**config.mk**
```make
export PLATFORM = sky130hd
export DESIGN_NAME = add_result_acc
export DESIGN_NICKNAME = d
export VERILOG_FILES = /design/src/rtl/add_result_acc.sv
export SDC_FILE = /design/constraint.sdc
export NUM_CORES = 1
export LEC_CHECK = 0
export CORE_MARGIN = 4
export CORE_UTILIZATION = 51
export CTS_CLUSTER_SIZE = 8
export DETAILED_ROUTE_END_ITERATION = 12
export PLACE_DENSITY = 0.83
export SLEW_MARGIN = 15
export SYNTH_ARGS = -nofsm -noshare
export SYNTH_HDL_FRONTEND = slang
export SYNTH_SLANG_ARGS = --single-unit
```
**constraint.sdc**
```tcl
create_clock -name clk -period 2.7 [get_ports clk]
set_input_delay 0.81 -clock clk [delete_from_list [all_inputs] [get_ports clk]]
set_output_delay 0.81 -clock clk [all_outputs]
set_load 0.005 [all_outputs]
```
**src/rtl/add_result_acc.sv**
```systemverilog
// add_result_acc
//   Result/readout stage behind the 3-bit ripple adder. It accepts adder results
//   through a valid/ready handshake and sums BLOCK_LEN of them into an ACC_W-bit
//   accumulator. It then presents the block total and a sticky overflow flag
//   through an output valid/ready handshake.
//
//   Optional feature macro: ACC_RESULT_SAT_EN
//     defined   : each add saturates to 2^ACC_W-1 on carry-out
//     undefined : each add wraps modulo 2^ACC_W
//   The overflow flag behaves the same in both builds.
//
// Parameters
//   ACC_W     : accumulator / result width (>= 4)
//   BLOCK_LEN : adder results per block (>= 1)
//
// Ports
//   clk       in   1      rising-edge clock
//   rst_n     in   1      synchronous active-low reset
//   in_valid  in   1      adder result presented
//   in_ready  out  1      block accepts a result this cycle
//   in_sum    in   3      adder sum[2:0]
//   in_cout   in   3      adder carry chain; only bit 2 is used
//   out_valid out  1      block total available
//   out_ready in   1      downstream accepts the total
//   out_acc   out  ACC_W  block total
//   out_ovf   out  1      overflow occurred during the block
module add_result_acc #(
  parameter int ACC_W     = 8,
  parameter int BLOCK_LEN = 4
) (
  input  logic             clk,
  input  logic             rst_n,
  input  logic             in_valid,
  output logic             in_ready,
  input  logic [2:0]       in_sum,
  input  logic [2:0]       in_cout,
  output logic             out_valid,
  input  logic             out_ready,
  output logic [ACC_W-1:0] out_acc,
  output logic             out_ovf
);

  localparam int CNT_W = (BLOCK_LEN > 1) ? $clog2(BLOCK_LEN) : 1;
  localparam logic [CNT_W-1:0] CNT_LAST = CNT_W'(BLOCK_LEN - 1);

  localparam logic [0:0] ST_ACCUM = 1'b0;
  localparam logic [0:0] ST_HOLD  = 1'b1;

  // Returns {carry, result}. The carry bit always reports the true carry-out,
  // so the sticky flag is updated the same way whether or not we saturate.
  function automatic logic [ACC_W:0] add_val(input logic [ACC_W-1:0] a,
                                             input logic [3:0]       v);
    logic [ACC_W:0] s;
    s = {1'b0, a} + {{(ACC_W-3){1'b0}}, v};
`ifdef ACC_RESULT_SAT_EN
    if (s[ACC_W]) s = {1'b1, {ACC_W{1'b1}}};
`endif
    return s;
  endfunction

  logic [0:0]       state_q, state_d;
  logic [ACC_W-1:0] acc_q, acc_d;
  logic [CNT_W-1:0] cnt_q, cnt_d;
  logic             ovf_q, ovf_d;
  logic [ACC_W-1:0] out_acc_q, out_acc_d;
  logic             out_ovf_q, out_ovf_d;

  logic [3:0]       operand;
  logic [ACC_W:0]   sum_ext;
  logic             accept;
  logic             unused_cout;

  // Lower carry-chain bits are not part of the operand.
  assign unused_cout = ^in_cout[1:0];

  assign operand = {in_cout[2], in_sum};
  assign sum_ext = add_val(acc_q, operand);

  // Handshake outputs come from the state register only.
  assign in_ready  = (state_q == ST_ACCUM);
  assign out_valid = (state_q == ST_HOLD);
  assign accept    = in_valid && in_ready;

  always_comb begin
    state_d   = state_q;
    acc_d     = acc_q;
    cnt_d     = cnt_q;
    ovf_d     = ovf_q;
    out_acc_d = out_acc_q;
    out_ovf_d = out_ovf_q;
    case (state_q)
      ST_ACCUM: begin
        if (accept) begin
          if (cnt_q == CNT_LAST) begin
            // Final beat: publish the total and start the next block clean.
            out_acc_d = sum_ext[ACC_W-1:0];
            out_ovf_d = ovf_q | sum_ext[ACC_W];
            acc_d     = '0;
            cnt_d     = '0;
            ovf_d     = 1'b0;
            state_d   = ST_HOLD;
          end else begin
            acc_d = sum_ext[ACC_W-1:0];
            cnt_d = cnt_q + 1'b1;
            ovf_d = ovf_q | sum_ext[ACC_W];
          end
        end
      end
      default: begin
        // HOLD: inputs are not consumed; the total stays put after release.
        if (out_ready) state_d = ST_ACCUM;
      end
    endcase
  end

  always_ff @(posedge clk) begin
    if (!rst_n) begin
      state_q   <= ST_ACCUM;
      acc_q     <= '0;
      cnt_q     <= '0;
      ovf_q     <= 1'b0;
      out_acc_q <= '0;
      out_ovf_q <= 1'b0;
    end else begin
      state_q   <= state_d;
      acc_q     <= acc_d;
      cnt_q     <= cnt_d;
      ovf_q     <= ovf_d;
      out_acc_q <= out_acc_d;
      out_ovf_q <= out_ovf_d;
    end
  end

  assign out_acc = out_acc_q;
  assign out_ovf = out_ovf_q;

endmodule

```
==> impl_results.rst <==
.. list-table::
   :header-rows: 1

   * - Metric
     - Value
   * - Cell type of the slowest stage on the worst timing path
     - sky130_fd_sc_hd__clkdlybuf4s50_1
   * - Crit path largest cell delay
     - ~0.46 ns
   * - Clock tree root buffer cell
     - sky130_fd_sc_hd__clkbuf_4
   * - Clock latency of the later-clocked register in the worst-skew pair
     - ~0.31 ns
   * - Number of cells on the worst reg-to-reg path
     - 7
   * - Post-detailed-placement half-perimeter wirelength
     - 1930 um
   * - Async set-or-reset flop fraction in the synthesized netlist
     - 0%
   * - Portion of the post-synthesis area used by sequential elements
     - between 30 and 40%
   * - Met2 usage in global routing
     - a little under a third
   * - Pin count of the biggest net entering global routing
     - 17
   * - Routed via count divided by cell count
     - approximately 5.9
   * - Critical Path AT
     - 2.64 ns
   * - H-tree levels
     - 1
   * - Post-synth net total
     - about 140
   * - First-pass GRT wire length
     - 4630 um
   * - Clock Skews
     - between 0.002 and 0.003 ns
   * - Worst-margin pin slew
     - ~0.95 ns
   * - Count of final max-slew check failures
     - 0
   * - Antenna violations before repair
     - 0
   * - Outcome
     - complete, no violations
   * - DR vias
     - 1005
   * - DRT Pass-1 Iters
     - 4
   * - Post-synthesis share of cell area spent on full adders, half adders and majority gates
     - between 7 and 8%
   * - Xor-xnor portion of the synthesized cell area
     - just over 3%
   * - Drc violations
     - 0
   * - TritonCTS clock tree
     - built
   * - Buffers inserted during post-CTS setup optimization
     - 0
   * - Required time of the worst setup path
     - 2.91 ns
   * - Row count
     - 16
   * - IR drop worst, VDD
     - around 340 uV
   * - Cell leakage power
     - roughly 0.00053 uW
   * - Final core utilization
     - ~67%
   * - Category of the critical setup timing path
     - in2reg
   * - Number of hold violations in the final report
     - 0
   * - Cell chain of the critical path
     - clkdlybuf4s50_1 > ha_1 > inv_1 > fa_1 > nor2b_4 > o21a_1 > o21ai_0 > a32o_1
   * - Met3 track demand over resource
     - 3.96%
   * - GR Layer Usage met1
     - 23.0%
   * - Number of diodes added for antenna fixing
     - 0
   * - Number of buffers created by CTS
     - 3
   * - Final instance area
     - about 1400 um^2
   * - Kind of capture point of the worst setup path
     - flop
   * - Type of origin of the critical path
     - input pin
   * - Number of gates given a new drive strength after cts
     - 0
   * - Die X
     - roughly 55 um
   * - Die height
     - 55.5 um
   * - Clock sink total
     - 21
   * - CTS Buffer Depth
     - 2
   * - Hold Crit Class
     - reg2reg
   * - Worst Hold Margin
     - approximately 0.46 ns
   * - Count of mapped cells out of synthesis
     - 127
   * - Pwr dens
     - ~440 nW/um^2
   * - Shortest period the worst path allows
     - about 2.4 ns
   * - Post-CTS Hold Fix Bufs
     - 0
   * - Die Footprint
     - about 3000 um^2
   * - Most common flop cell mapped by yosys
     - sky130_fd_sc_hd__dfxtp_1
   * - Core footprint
     - 2040 um^2
   * - Initial standard-cell utilization of the core
     - a little under three fifths
   * - Count of cell types in the netlist
     - 46
   * - Critical Path Fanout Max
     - 6
   * - WL per Instance
     - 15.1 um
   * - Total of endpoints with negative setup slack in the final report
     - 0
   * - Mux cell area share after synthesis
     - 1.74%
   * - Global route overflow
     - 0
   * - Number of buffers added on ports
     - 18
   * - Number of flops mapped to enable cells by yosys
     - 0
   * - Area growth syn-to-layout
     - 19.9%
   * - Placer's final routability congestion estimate
     - between 0.8 and 0.9
   * - Hold Crit Depth
     - 2
   * - Post-DP Area
     - 1350 um^2
   * - Detail Route Antenna Nets
     - 0
   * - Complex-gate fraction of the synthesized area
     - approximately 23%
   * - Synthesized area
     - about 1100 um^2
   * - Number of max-cap violations
     - 0
   * - Fmax
     - approximately 410 MHz
   * - Share of synthesized cell area in and, or, nand and nor gates
     - a little under a quarter
   * - Share of post-route cells with drive strength above 1
     - 6.94%
   * - Number of global-route vias before repair
     - around 1000
   * - Starting DRT DRC Count
     - 11
   * - Setup repair after global routing missed its margin
     - false
   * - Combinational family with the most area after synthesis
     - simple AND/OR/NAND/NOR gates
   * - GRT Util Overall
     - 18.5%
   * - Synthesis warning total
     - 0
   * - Layout Nets
     - about 160
   * - Boundary pin count
     - 21
   * - Clock input transition at the sequential cells of the worst setup and hold paths
     - around 0.11 ns
   * - Worst slew margin relative to its limit
     - 36.4%
   * - Final worst path period share
     - about nine tenths
   * - Grt peak-use layer
     - met2
   * - Mean post-synth cell area
     - 9.04 um^2
   * - Detailed-route wire length
     - about 2600 um
   * - Register bit total from synthesis
     - 21
## sequential cells by signal, indices dropped and copies added, names as in the netlist
signal / flops
acc_q: 8
out_acc: 8
out_ovf: 1
out_valid: 1
cnt_q: 2
ovf_q: 1
## stage by stage
| step | setup TNS [ns] | setup WS [ns] | power, uW | instances |
|---|---|---|---|---|
| 3_5_place_dp | -0.0501 | -0.0501 | 463 | 167 |
| 3_3_place_gp | -0.00964 | -0.00964 | 454 | 167 |
| 6_report | 0 | 0.276 | 610 | 171 |
| 5_1_grt | 0 | 0.199 | 646 | 171 |
| 4_1_cts | 0 | 0.280 | 610 | 171 |
| 2_1_floorplan | 0 | 0.473 | 424 | 127 |
## where the power goes
| part | leakage (uW) | internal [uW] | switching, uW | total [uW] |
|---|---|---|---|---|
| Clock | 0.0000150 | 57.7 | 95.3 | 153 |
| Combinational | 0.000341 | 58.7 | 62.8 | 121 |
| Sequential | 0.000170 | 323 | 13.0 | 336 |
## worst max-delay path, delay by kind of cell
kind	cells	cell delay, ns
adder cells (fa/ha/maj)	2	0.58
buffers and inverters	2	0.51
AND/OR/NAND/NOR	1	0.14
AO/OA/AOI/OAI	3	0.58
## cells in the mapped netlist, types with 3 or more instances
| cell | instances | area, um^2 |
|---|---|---|
| sky130_fd_sc_hd__o21ai_0 | 5 | 25.0 |
| sky130_fd_sc_hd__ha_1 | 5 | 62.6 |
| sky130_fd_sc_hd__xnor2_1 | 4 | 35.0 |
| sky130_fd_sc_hd__o21a_1 | 4 | 30.0 |
| sky130_fd_sc_hd__buf_2 | 6 | 30.0 |
| sky130_fd_sc_hd__nand3b_1 | 3 | 22.5 |
| sky130_fd_sc_hd__nand3_1 | 4 | 20.0 |
| sky130_fd_sc_hd__and2_1 | 4 | 25.0 |
| sky130_fd_sc_hd__nor2b_1 | 4 | 25.0 |
| sky130_fd_sc_hd__nor2_1 | 8 | 30.0 |
| sky130_fd_sc_hd__dfxtp_1 | 21 | 420 |
| sky130_fd_sc_hd__clkbuf_1 | 3 | 11.3 |
| sky130_fd_sc_hd__nand2_1 | 10 | 37.5 |
| sky130_fd_sc_hd__inv_1 | 4 | 15.0 |
## worst paths after layout
path	start	endpoint	slack [ns]
worst max register to register	acc_q[0]$_SDFFE_PN0P_	out_acc[4]$_SDFFE_PN0P_	0.88
worst max-delay path	in_sum[0]	out_acc[4]$_SDFFE_PN0P_	0.28
worst min-delay path	out_acc[5]$_SDFFE_PN0P_	out_acc[5]$_SDFFE_PN0P_	0.46
worst min register to register	out_acc[5]$_SDFFE_PN0P_	out_acc[5]$_SDFFE_PN0P_	0.46
## cell type report
type | count | area, um^2
Fill cell | 178 | 664
Clock buffer | 4 | 26.3
Multi-Input combinational cell | 93 | 672
Sequential cell | 21 | 420
Timing Repair Buffer | 22 | 210
Inverter | 4 | 15.0
Tap cell | 27 | 33.8
## per-layer routing
| metal | vias to the layer above | wire, um |
|---|---|---|
| li1 | 496 | - |
| met1 | 476 | 1110 |
| met5 | - | 0 |
| met4 | 0 | 29 |
| met2 | 29 | 1290 |
| met3 | 4 | 142 |
## cell families after synthesis
family / count (synthesis)
mux: 2
simple gates: 47
fa+ha+maj: 6
buf+inv: 13
compound gates: 34
flops: 21
xor+xnor: 4
## cells in the final DEF (no fill, tap or decap), drive strengths merged, types with 2 or more instances in the layout
| master | netlist | routed |
|---|---|---|
| nand3b | 3 | 3 |
| and2 | 4 | 4 |
| o31ai | 2 | 2 |
| o21ai | 5 | 5 |
| o31a | 2 | 2 |
| a21boi | 3 | 3 |
| nand2 | 10 | 10 |
| nand3 | 4 | 4 |
| clkdlybuf4s50 | 0 | 18 |
| inv | 4 | 4 |
| dfxtp | 21 | 21 |
| a22oi | 2 | 2 |
| and3 | 2 | 2 |
| ha | 5 | 5 |
| o21a | 4 | 4 |
| xnor2 | 4 | 4 |
| o211ai | 2 | 2 |
| mux2i | 2 | 2 |
| nor2b | 5 | 5 |
| nor3 | 2 | 2 |
| a211oi | 2 | 2 |
| clkbuf | 3 | 4 |
| nand2b | 2 | 2 |
| buf | 6 | 4 |
| nor2 | 8 | 8 |
| a22o | 2 | 2 |
No activity file was read; power rests on OpenSTA's default activity.
